--- config.mk ---
export PLATFORM = sky130hd
export DESIGN_NAME = core_task_scheduler
export DESIGN_NICKNAME = d
export VERILOG_FILES = /design/src/rtl/sched_pkg.sv /design/src/rtl/sched_fifo.sv /design/src/rtl/core_task_scheduler.sv
export SDC_FILE = /design/constraint.sdc
export NUM_CORES = 1
export LEC_CHECK = 0
export CAP_MARGIN = 20
export CORE_MARGIN = 5
export CORE_UTILIZATION = 25
export DETAILED_ROUTE_END_ITERATION = 16
export GPL_ROUTABILITY_DRIVEN = 0
export GPL_TIMING_DRIVEN = 0
export HOLD_SLACK_MARGIN = 0.03
export SLEW_MARGIN = 20
export SYNTH_ARGS = -nofsm -noshare
export SYNTH_HDL_FRONTEND = slang
export SYNTH_SLANG_ARGS = --single-unit
--- constraint.sdc ---
create_clock -name clk -period 5 [get_ports clk]
set_input_delay 1 -clock clk [delete_from_list [all_inputs] [get_ports clk]]
set_output_delay 1 -clock clk [all_outputs]
set_load 0.01 [all_outputs]
--- src/rtl/sched_pkg.sv ---
// ============================================================================
// sched_pkg : shared task-class, core-state and width definitions
// Rev 1.0
// ============================================================================
`default_nettype none

package sched_pkg;

  localparam int TASK_W    = 32;
  localparam int PAYLOAD_W = 30;
  localparam int CORE_A    = 0;
  localparam int CORE_B    = 1;

  typedef enum logic [1:0] {
    CLS_SCALAR  = 2'b00,
    CLS_MATRIX  = 2'b01,
    CLS_ANY     = 2'b10,
    CLS_ILLEGAL = 2'b11
  } task_class_e;

  localparam logic [1:0] ST_IDLE = 2'd0;
  localparam logic [1:0] ST_REQ  = 2'd1;
  localparam logic [1:0] ST_BUSY = 2'd2;

  function automatic task_class_e task_class(input logic [TASK_W-1:0] t);
    return task_class_e'(t[TASK_W-1 -: 2]);
  endfunction

endpackage

`default_nettype wire

--- src/rtl/sched_fifo.sv ---
// ============================================================================
// sched_fifo : power-of-two circular task queue with occupancy count
// Rev 1.0
// ============================================================================
`default_nettype none

module sched_fifo #(
  parameter int DEPTH = 4,
  parameter int WIDTH = 32
) (
  input  logic                     clk,
  input  logic                     rst_n,
  input  logic                     push,
  input  logic [WIDTH-1:0]         wdata,
  input  logic                     pop,
  output logic [WIDTH-1:0]         rdata,
  output logic [$clog2(DEPTH):0]   count,
  output logic                     full,
  output logic                     empty
);

  localparam int AW = $clog2(DEPTH);

  logic [WIDTH-1:0] r_mem [DEPTH];
  logic [AW-1:0]    r_wr_ptr;
  logic [AW-1:0]    r_rd_ptr;
  logic [AW:0]      r_count;
  logic             w_do_push;
  logic             w_do_pop;

  assign w_do_push = push & ~full;
  assign w_do_pop  = pop & ~empty;

  // Pointers are exactly AW bits wide, so they wrap modulo DEPTH for free.
  always_ff @(posedge clk or negedge rst_n) begin
    if (!rst_n) begin
      r_wr_ptr <= '0;
      r_rd_ptr <= '0;
      r_count  <= '0;
    end else begin
      if (w_do_push) r_wr_ptr <= r_wr_ptr + 1'b1;
      if (w_do_pop)  r_rd_ptr <= r_rd_ptr + 1'b1;
      case ({w_do_push, w_do_pop})
        2'b10:   r_count <= r_count + 1'b1;
        2'b01:   r_count <= r_count - 1'b1;
        default: r_count <= r_count;
      endcase
    end
  end

  always_ff @(posedge clk) begin
    if (w_do_push) r_mem[r_wr_ptr] <= wdata;
  end

  assign rdata = r_mem[r_rd_ptr];
  assign count = r_count;
  assign full  = (r_count == (AW+1)'(DEPTH));
  assign empty = (r_count == '0);

endmodule

`default_nettype wire

--- src/rtl/core_task_scheduler.sv ---
// ============================================================================
// core_task_scheduler : in-order task queue dispatching to scalar/matrix cores
// Define SCHEDULER_WATCHDOG_EN for a per-core busy watchdog.       Rev 1.0
// ============================================================================
`default_nettype none

module core_task_scheduler
  import sched_pkg::*;
#(
  parameter int FIFO_DEPTH = 4,
  parameter int WDT_LIMIT  = 1024
) (
  input  logic                 clk,
  input  logic                 rst_n,
  input  logic                 task_valid,
  input  logic [TASK_W-1:0]    task_data,
  output logic                 task_ready,
  output logic                 core_a_req,
  output logic [PAYLOAD_W-1:0] core_a_task,
  input  logic                 core_a_ack,
  input  logic                 core_a_done,
  output logic                 core_a_timeout,
  output logic                 core_b_req,
  output logic [PAYLOAD_W-1:0] core_b_task,
  input  logic                 core_b_ack,
  input  logic                 core_b_done,
  output logic                 core_b_timeout,
  output logic                 err_illegal,
  output logic [4:0]           queue_count
);

  localparam int CNT_W = $clog2(FIFO_DEPTH) + 1;

  if (FIFO_DEPTH < 2 || FIFO_DEPTH > 16 || (FIFO_DEPTH & (FIFO_DEPTH - 1)) != 0 ||
      WDT_LIMIT < 1) begin : g_bad_params
    $error("core_task_scheduler: unsupported FIFO_DEPTH or WDT_LIMIT");
  end

  task_class_e          w_in_cls;
  task_class_e          w_head_cls;
  logic                 w_accept;
  logic                 w_push;
  logic                 w_pop;
  logic [TASK_W-1:0]    w_head;
  logic [CNT_W-1:0]     w_count;
  logic                 w_full;
  logic                 w_empty;
  logic [1:0]           w_idle;
  logic [1:0]           w_dispatch;
  logic [1:0]           w_req;
  logic [1:0]           w_timeout;
  logic [1:0]           w_ack;
  logic [1:0]           w_done;
  logic [PAYLOAD_W-1:0] w_task [2];
  logic                 r_rr;
  logic                 r_err;

  assign w_in_cls = task_class(task_data);
  assign w_accept = task_valid & task_ready;
  assign w_push   = w_accept & (w_in_cls != CLS_ILLEGAL);
  assign w_ack    = {core_b_ack, core_a_ack};
  assign w_done   = {core_b_done, core_a_done};

  sched_fifo #(
    .DEPTH (FIFO_DEPTH),
    .WIDTH (TASK_W)
  ) u_fifo (
    .clk   (clk),
    .rst_n (rst_n),
    .push  (w_push),
    .wdata (task_data),
    .pop   (w_pop),
    .rdata (w_head),
    .count (w_count),
    .full  (w_full),
    .empty (w_empty)
  );

  assign w_head_cls = task_class(w_head);

  // Only the head may leave; if its core is unavailable everything behind waits.
  always_comb begin
    w_dispatch = '0;
    if (!w_empty) begin
      case (w_head_cls)
        CLS_SCALAR: w_dispatch[CORE_A] = w_idle[CORE_A];
        CLS_MATRIX: w_dispatch[CORE_B] = w_idle[CORE_B];
        CLS_ANY: begin
          if (&w_idle) w_dispatch[r_rr] = 1'b1;
          else         w_dispatch = w_idle;
        end
        default: w_dispatch = '0;
      endcase
    end
  end

  assign w_pop = |w_dispatch;

  always_ff @(posedge clk or negedge rst_n) begin
    if (!rst_n) begin
      r_rr  <= 1'b0;
      r_err <= 1'b0;
    end else begin
      r_rr  <= r_rr ^ (w_pop & (w_head_cls == CLS_ANY));
      r_err <= w_accept & (w_in_cls == CLS_ILLEGAL);
    end
  end

  for (genvar i = 0; i < 2; i++) begin : g_core
    logic [1:0]           r_state;
    logic [1:0]           w_next;
    logic                 w_expire;
    logic                 w_is_req;
    logic                 w_is_idle;
    logic                 w_to;
    logic [PAYLOAD_W-1:0] r_task;

    always_ff @(posedge clk or negedge rst_n) begin
      if (!rst_n) r_state <= ST_IDLE;
      else        r_state <= w_next;
    end

    always_comb begin
      w_next = r_state;
      case (r_state)
        ST_IDLE: if (w_dispatch[i]) w_next = ST_REQ;
        ST_REQ:  if (w_ack[i])      w_next = ST_BUSY;
        ST_BUSY: if (w_done[i] || w_expire) w_next = ST_IDLE;
        default: w_next = ST_IDLE;
      endcase
    end

    always_comb begin
      w_is_req  = (r_state == ST_REQ);
      w_is_idle = (r_state == ST_IDLE);
    end

    always_ff @(posedge clk or negedge rst_n) begin
      if (!rst_n)             r_task <= '0;
      else if (w_dispatch[i]) r_task <= w_head[PAYLOAD_W-1:0];
    end

`ifdef SCHEDULER_WATCHDOG_EN
    localparam int WDT_W = (WDT_LIMIT > 1) ? $clog2(WDT_LIMIT) : 1;
    logic [WDT_W-1:0] r_wdt;
    logic             r_timeout;

    // Counter sits at zero outside BUSY so every task starts a fresh budget.
    always_ff @(posedge clk or negedge rst_n) begin
      if (!rst_n) begin
        r_wdt     <= '0;
        r_timeout <= 1'b0;
      end else begin
        r_wdt     <= (r_state == ST_BUSY) ? r_wdt + 1'b1 : '0;
        r_timeout <= w_expire & ~w_done[i];
      end
    end

    assign w_expire = (r_state == ST_BUSY) && (r_wdt == WDT_W'(WDT_LIMIT - 1));
    assign w_to     = r_timeout;
`else
    assign w_expire = 1'b0;
    assign w_to     = 1'b0;
`endif

    assign w_req[i]     = w_is_req;
    assign w_idle[i]    = w_is_idle;
    assign w_timeout[i] = w_to;
    assign w_task[i]    = r_task;
  end

  assign task_ready     = ~w_full;
  assign queue_count    = 5'(w_count);
  assign err_illegal    = r_err;
  assign core_a_req     = w_req[CORE_A];
  assign core_b_req     = w_req[CORE_B];
  assign core_a_task    = w_task[CORE_A];
  assign core_b_task    = w_task[CORE_B];
  assign core_a_timeout = w_timeout[CORE_A];
  assign core_b_timeout = w_timeout[CORE_B];

endmodule

`default_nettype wire

==> results.ini <==
[logic_synthesis]
synth_top_family_by_area = multiplexers
async_flop_share_pct = 36.3
synth_adder_area_share_pct = 1.58
yosys_warnings = 0
synth_compound_area_share_pct = 0.689
yosysSeqAreaShare_pct = 74.4
synth-edff-count = 128
yosys.area_share.xor_xnor_pct = 0.804
syn_inst = 371
ys.flop_type = edfxtp_1
syn_avg_cell_area_sq_um = 20.6
muxShareOfSynthArea_pct = 18.5
synth_simple_gate_area_share_pct = 2.07
synth_area_sq_um = 7620
synth.distinct_cells = 31
yosys_register_bits = 201

[critical_path]
worstSetupPathType = flop to flop
rr_endpoint = u_fifo.count[2]$_DFFE_PN0P_
ff2ff_path_depth = 14
critPathLaunchType = flop
crit_path_end_kind = flop
path_max_fanout = 10
cp_data_arrival_time_ns = 4.78
critical_path_required_ns = 5.43
crit-reg2reg-launch = u_fifo.r_rd_ptr[1]$_DFFE_PN0P_
reg2reg_slack_ns = 0.64

[timing]
layout_min_cycle_time_ns = 4.36
rsz0062_at_grt = false
fin_crit_sh_pct = 87.2
slew_viol_final = 0
fmax_ghz = 0.229
skew_ns = 0.0172
timing.slew.headroom_pct = 40.4
worst_pin_slew_ns = 0.891
setup_tns_ns = 0
setup_viol = 0
hold_viol = 0

[die]
core_area_sq_um = 30300
io_pins = 110
die_area_sq_um = 34100
initial_core_util_pct = 25.1
std_cell_rows = 64
fp.dieH_um = 185
die_x_um = 185

[cts]
clockBufferDepth = 3
path_clk_slew_ns = 0.06
cts_setup_buffers = 0
numCtsBuffers = 23
ctsHoldBuffers = 0
cts_resized = 0
clock_latency_ns = 0.52
h-tree-depth = 1
cts_tree = done
clockRootBuffer = clkbuf_16
cts.sinks = 201

[finish]
drive_above_1_share_pct = 29.8
final_common_cell = edfxtp_1
most-common-layout-cells = edfxtp_1, clkdlybuf4s50_1, dfrtp_1, mux2_2, mux4_2
postLayoutCellArea_sq_um = 10100
layout.nets = 557
antenna_cells = 0
fillers = 2848
area.growth.synth_to_final_pct = 32.5

[outcome]
status = complete, no violations

[place]
port_buffers = 105
placed_area_sq_um = 9320
hpwl_um = 11600

[power_and_ir_drop]
ir_drop_v = 0.000336
p_comb_share_pct = 37.9
p_seq_share_pct = 36.8
internal_power_w = 0.00468
switching_share_pct = 30.1
clkPwrFrac_pct = 25.3
p_total_w = 0.00669
p_sw_w = 0.00201
powerDensity_nw_per_um2 = 663
leakage_nw = 3.64

[grt]
grt_pass1_wl_um = 25000
grt_max_degree = 44
grt_pass1_vias = 4228
grt_antenna_before_repair = 0
track_usage_pct = 9.48
overflow = 0

[job]
cap_violations = 0

[routing]
viasPerCell = 4.08
drt-wirelength-per-cell_um = 17.4
wl_um = 16100
drt_iter0_markers = 131
vias = 3766
firstDrtPassIters = 5
drc = 0
final_antenna_net_count = 0

[worst_hold_path]
hold_path_class = primary input to async pin

## area by class of cell
class	instances	area, sq um	share of cell area, %
Buffer	18	114	1.13
Clock buffer	24	579	5.74
Clock inverter	18	199	1.97
Inverter	10	37.5	0.372
Multi-Input combinational cell	145	1820	18.0
Sequential cell	201	5670	56.1
Tap cell	396	495	4.91
Timing Repair Buffer	110	1190	11.7
## power by group through the flow
stage	logic, W	registers, W	clock network, W
after floorplan	0.00138	0.00260	0
after global placement	0.00248	0.00249	0
after detailed placement	0.00262	0.00251	0
after CTS	0.00263	0.00248	0.00175
after global routing	0.00277	0.00252	0.00182
final	0.00254	0.00247	0.00169
## worst max path at each step
stage                                         startpoint                           to  slack [ns]  cells after the start
after floorplan           u_fifo.r_rd_ptr[0]$_DFFE_PN0P_  u_fifo.count[2]$_DFFE_PN0P_        1.44                     14
after global placement                             rst_n  core_b_task[16]$_DFFE_PN0P_        0.39                      1
after detailed placement  u_fifo.r_rd_ptr[1]$_DFFE_PN0P_  u_fifo.count[2]$_DFFE_PN0P_        0.54                     14
after CTS                 u_fifo.r_rd_ptr[1]$_DFFE_PN0P_  u_fifo.count[2]$_DFFE_PN0P_        0.48                     14
after global routing      u_fifo.r_rd_ptr[1]$_DFFE_PN0P_  u_fifo.count[2]$_DFFE_PN0P_        0.39                     14
final                     u_fifo.r_rd_ptr[1]$_DFFE_PN0P_  u_fifo.count[2]$_DFFE_PN0P_        0.64                     14
## cells in the mapped netlist (2+ instances only)
master    number  area share [%]
dfrtp_1       73              24
ha_1           8             1.3
buf_2          7            0.46
nor2_1         7            0.34
nand2_1        3            0.15
buf_6          3            0.44
xor2_1         3            0.34
a22o_1         2            0.23
o21ai_0        3            0.20
xnor2_1        4            0.46
nor2b_1        2            0.16
and2_1         4            0.33
clkbuf_1       4            0.20
a21o_1         2            0.20
inv_1         10            0.49
mux2_2        59             8.7
buf_4          4            0.39
mux4_2        32             9.5
edfxtp_1     128              50
mux2_1         2            0.30
## state kept, by name, summed over array words and instances (netlist names)
name / cells
err_illegal: 1
u_fifo.r_wr_ptr: 2
g_core.r_state: 4
r_rr: 1
u_fifo.r_mem: 128
core_a_task: 30
u_fifo.count: 3
core_b_task: 30
u_fifo.r_rd_ptr: 2
## kinds of logic (layout without fill, tap and decap cells)
logic type	count (synthesis)	count (layout)
xor gates and xnor gates	7	7
AOI/OAI and AO/OA	8	8
buffers and inverters	28	180
muxes	93	93
and+or+nand+nor	24	24
adders and majority gates	9	9
other	1	4
DFF	201	201
## critical path: stages (launching register included)
cell	delay, ns
dfrtp_1	0.32
clkbuf_1	0.36
clkbuf_1	0.62
mux4_2	0.36
inv_1	0.06
ha_1	0.27
or3b_4	0.38
nor4_4	0.60
or2_2	0.26
ha_1	0.18
inv_1	0.06
fa_1	0.38
xor2_1	0.15
nor2_1	0.11
xor2_1	0.17
## metal layers
layer  up-vias  global-route usage (%)  wire (um)
met4         0                    3.20        365
li1       1708                       -          -
met5         -                       0          0
met2        96                    16.5       8290
met3        31                    1.99        908
met1      1931                    11.7       6500
## per-stage QoR
step	cells	worst slack [ns]	utilization (%)	hold slack [ns]
after global placement	875	0.391	30.3	0.471
after CTS	922	0.484	33.3	0.427
after floorplan	374	1.44	-	0.462
after detailed placement	880	0.540	30.7	0.488
after global routing	922	0.386	33.3	0.460
final	922	0.642	33.3	0.430
Power figures use the tool's default switching activity.
==> RTL edit 1: new RTL, config.mk and constraints unchanged <==
Remove the register `r_err`: a continuous assignment takes its place, so the output `err_illegal` follows one clock earlier.
--- a/src/rtl/core_task_scheduler.sv
+++ b/src/rtl/core_task_scheduler.sv
@@ -100,10 +100,10 @@
     if (!rst_n) begin
       r_rr  <= 1'b0;
-      r_err <= 1'b0;
     end else begin
       r_rr  <= r_rr ^ (w_pop & (w_head_cls == CLS_ANY));
-      r_err <= w_accept & (w_in_cls == CLS_ILLEGAL);
     end
   end
+
+  assign r_err = w_accept & (w_in_cls == CLS_ILLEGAL);
 
   for (genvar i = 0; i < 2; i++) begin : g_core
Formal check against the unedited RTL: not equivalent (Yosys sat finds a counterexample within 4 cycles, from zero or initial values and one cycle with rst_n low).
==> RTL edit 1 against the unedited design <==
Core utilization decreased by 0.13 points; total power is 4.9% lower; area after synthesis fell by 0.33%; global-route usage is 0.23 points higher; sequential cell count shrank 1; worst setup slack got worse by 0.017 ns; routed wire length fell by 0.44%; design area shrank 2.2%.
==> RTL edit 1: results <==
[outcome]
status = complete, no violations

[placed_design]
port_buffers = 105
dp.cells = 873
pre_cts_slack_ns = 0.477
hpwl_mm = 11.5
placed_area_mm2 = 0.00929

[synth]
yosysWarnings = 0
synth_common_cells = 128 x edfxtp_1, 72 x dfrtp_1, 59 x mux2_2, 32 x mux4_2, 10 x inv_1
synthesis.instances = 370
synth-async-reset-ratio_pct = 36.0
synth_area_leaders = edfxtp_1 51%, dfrtp_1 24%, mux4_2 9.5%
ys_seq_area_share_pct = 74.3

[detailed_routing]
drt-met1-wl_mm = 6.62
dr.pass1.iters = 4
wl_met2_mm = 8.45
wl_mm = 16.0
wl_met3_um = 682
via_per_inst = 4.13
highest_layer = met4
vias = 3734
drt_iter0_markers = 149

[setup_path]
max_stage_delay_ns = 0.93
crit_slowest_cell = nor4b_2
reg2regPathDepth = 14
path_max_fanout = 10
arrival_ns = 4.72
crit_family = simple AND/OR/NAND/NOR gates
rrSetupSlack_ns = 0.62

[clock_tree]
cts_max_path_buffers = 2
root_buffer = clkbuf_16
cts-buffers-inserted = 17
postCtsSetupBuffers = 0
cts.clk_slew.worst_paths_ns = 0.08
clock_latency_ns = 0.42
htree_levels = 4
cts.repair.resized = 0

[layout]
drive_above_1_share_pct = 29.3
top_register = u_fifo.r_mem
antenna_cells = 0
largest_reg_flops = 128
fin_nets = 550

[grt]
use_met2_pct = 17.4
grt_pass1_vias = 4239
met1_usage_pct = 11.4
grt_pass1_wl_mm = 24.8
grtUsageTotal_pct = 9.71
grt_max_degree = 53
met3_usage_pct = 2.72

[sta]
holdWs_ns = 0.463
post-route-period-util_pct = 87.5
fin_skew_ns = 0.0122
tightestPinTransition_ns = 1.07

[pwr]
switching_power_w = 0.00200
ir_worst_vdd_mv = 0.260
p_leak_nw = 3.53

[hold_path]
hp-class = input pin to async pin
-- RTL edit 1: cell count changes in the layout (fill, tap and decap cells not counted) --
cell and change:
clkinv_4 +1, inv_6 +1, clkinv_1 -4, inv_8 +5, clkbuf_16 -6, inv_16 -1
clkinv_2 -4, bufinv_16 -2, dfrtp_1 -1
-- RTL edit 1: kinds of logic (layout without fill, tap and decap cells) --
logic type	Yosys count	count (layout)	synth area share (%)
other cells	1	4	0.0493
mux	93	93	18.5
flops	200	200	74.3
simple gates	24	24	2.07
fa+ha+maj	9	9	1.58
compound gates	8	8	0.691
xor+xnor	7	7	0.807
buf+inv	28	170	1.99
-- RTL edit 1: power groups by stage --
stage / Combinational [W] / Sequential [W] / Clock (W)
floorplan: 0.00138 / 0.00259 / 0
global placement: 0.00249 / 0.00247 / 0
detailed placement: 0.00261 / 0.00250 / 0
CTS: 0.00262 / 0.00247 / 0.00142
global route: 0.00276 / 0.00251 / 0.00149
finish: 0.00253 / 0.00246 / 0.00138
-- RTL edit 1: path summary, 6_finish.rpt --
check	to
setup / recovery	u_fifo.count[2]
hold / removal	core_a_task[13]
setup reg to reg	u_fifo.count[2]
hold reg to reg	core_b_task[8]
max in group asynchronous	core_b_task[24]
min in group clk	core_b_task[8]
-- RTL edit 1: worst reg2reg max path, delay by kind of cell (launching register included) --
kind | cells | cell delay (ns)
flip-flops | 1 | 0.33
multiplexers | 1 | 0.43
adder cells (fa/ha/maj) | 3 | 0.73
XOR/XNOR | 2 | 0.32
buffers and inverters | 4 | 1.09
AND/OR/NAND/NOR | 4 | 1.40
-- RTL edit 1: final cells by class --
class	instances	area (µm²)
flip-flops and latches	200	5650
repair buffers	110	1190
clock inverters	14	158
fillers	2860	19900
well taps	390	488
plain buffers	18	114
multi-input cells	145	1820
clock buffers	18	429
inverters	10	37.5
==> RTL edit 2: new RTL, config.mk and constraints unchanged <==
Made on the original files. The option `SCHEDULER_WATCHDOG_EN` is turned on by a define.
--- a/src/rtl/core_task_scheduler.sv
+++ b/src/rtl/core_task_scheduler.sv
@@ -4,4 +4,6 @@
 // ============================================================================
 `default_nettype none
+
+`define SCHEDULER_WATCHDOG_EN
 
 module core_task_scheduler
Behaviour: same outputs for any inputs over 4 cycles, from zero or initial values and one cycle with rst_n low; that may be too few to reach the edited logic, so the function may still have changed.
==> RTL edit 2 against the unedited design <==
Worst setup slack worse by 0.0018 ns; sequential share of layout area down 0.80 points; routed wire length up 18%; sequential cell count up 22; area after synthesis up 12%; die area up 12%; synthesized cell count up 25%; total power up 7.7%; design area up 11%; first-iteration DRC count up 16%; critical endpoint unchanged.
==> RTL edit 2: results <==
[outcome]
status = complete, no violations

[grt]
grtUsageTotal_pct = 9.99
grt_antenna_before_repair = 1
grt_pass1_vias = 4807
grt_max_degree = 55
grt_pass1_wl_mm = 29.6

[detailed_routing]
drt_iter0_markers = 152
wire_per_inst_um = 17.7
dr.pass1.iters = 4
vias = 4434
via_per_inst = 4.13
drc = 0

[placed_design]
dp.cells = 1026
hpwl_mm = 12.7
port_buffers = 107

[hold_path]
hp-class = input pin to async pin

[synth]
synth_common_cells = 128 x edfxtp_1, 95 x dfrtp_1, 59 x mux2_2, 32 x mux4_2, 23 x nor2_1
yosysUniqueCellTypes = 37
yosysWarnings = 0
ys_seq_area_share_pct = 72.6
synth-async-reset-ratio_pct = 42.6
synth_area_leaders = edfxtp_1 45%, dfrtp_1 28%, mux4_2 8.4%
syn_avg_cell_area_um2 = 18.4

[layout]
largest_reg_flops = 128
drive_above_1_share_pct = 25.9
fin_nets = 656
top_register = u_fifo.r_mem
fillCellCount = 3295
antenna_cells = 0

[clock_tree]
cts_max_path_buffers = 3
cts.clk_slew.worst_paths_ns = 0.06
clock_latency_ns = 0.55
cts.repair.resized = 0
htree_levels = 1
cts-buffers-inserted = 26

[setup_path]
crit_family = simple AND/OR/NAND/NOR gates
arrival_ns = 4.82
crit_slowest_cell = nor4_4
path_max_fanout = 10
max_stage_delay_ns = 0.66

[pwr]
ir_worst_vdd_mv = 0.375
p_leak_nw = 4.08

[sta]
fin_skew_ns = 0.0242
tightestPinTransition_ns = 0.921
## RTL edit 2: path summary, 6_finish.rpt
path | startpoint | endpoint | slack [ns] | cells past startpoint
max | u_fifo.r_rd_ptr[1] | u_fifo.count[2] | 0.64 | 14
min | rst_n | core_b_task[20] | 0.38 | 1
max reg2reg | u_fifo.r_rd_ptr[1] | u_fifo.count[2] | 0.64 | 14
min reg2reg | g_core[1].r_wdt[0] | g_core[1].r_wdt[0] | 0.47 | 1
max in group asynchronous | rst_n | u_fifo.r_wr_ptr[1] | 3.97 | 2
min in group clk | g_core[1].r_wdt[0] | g_core[1].r_wdt[0] | 0.47 | 1
## RTL edit 2: area by class of cell
cell class              count  area, µm²  share of cell area [%]
repair buffers            112       1200                    10.7
clock inverters            19        225                    2.00
clock buffers              29        672                    5.98
plain buffers              18        106                   0.946
well taps                 448        561                    4.99
flip-flops and latches    223       6220                    55.3
multi-input cells         213       2210                    19.6
inverters                  12       45.0                   0.401
## RTL edit 2: kinds of logic (layout without fill, tap and decap cells)
logic type / after synthesis / after routing / share of synthesized area, %
AO/OA/AOI/OAI: 20 / 20 / 1.31
adder cells (fa/ha/maj): 11 / 11 / 1.69
XOR/XNOR: 17 / 17 / 1.74
AND/OR/NAND/NOR: 70 / 70 / 4.45
multiplexers: 93 / 93 / 16.4
flip-flops: 223 / 223 / 72.6
buffers and inverters: 30 / 190 / 1.77
other: 1 / 2 / 0.0437
## RTL edit 2: layer usage
| layer | share of wire (%) | up-vias | GRT usage [%] |
|---|---|---|---|
| met4 | 2.6 | 2 | 2.64 |
| met3 | 7.2 | 34 | 3.46 |
| li1 | - | 2045 | - |
| met1 | 45 | 2250 | 13.4 |
| met2 | 45 | 103 | 15.6 |
| met5 | 0.042 | - | 0 |
## RTL edit 2: where the power goes
part | total [W] | switching, W | internal, W | leakage (nW)
clock network | 0.00197 | 0.000784 | 0.00118 | 0.435
registers | 0.00265 | 0.000200 | 0.00245 | 2.34
logic | 0.00258 | 0.00118 | 0.00140 | 1.30
## RTL edit 2: metrics by stage
stage	instance area [µm²]	hold WS (ns)	setup slack, ns	setup TNS (ns)	total power [W]
final	11200	0.382	0.640	0	0.00721
after global routing	11200	0.394	0.348	0	0.00765
after CTS	11200	0.366	0.562	0	0.00738
after detailed placement	10300	0.461	0.614	0	0.00536
after global placement	10200	0.443	-1.20	-111.77	0.00529
after floorplan	8580	0.433	1.42	0	0.00418
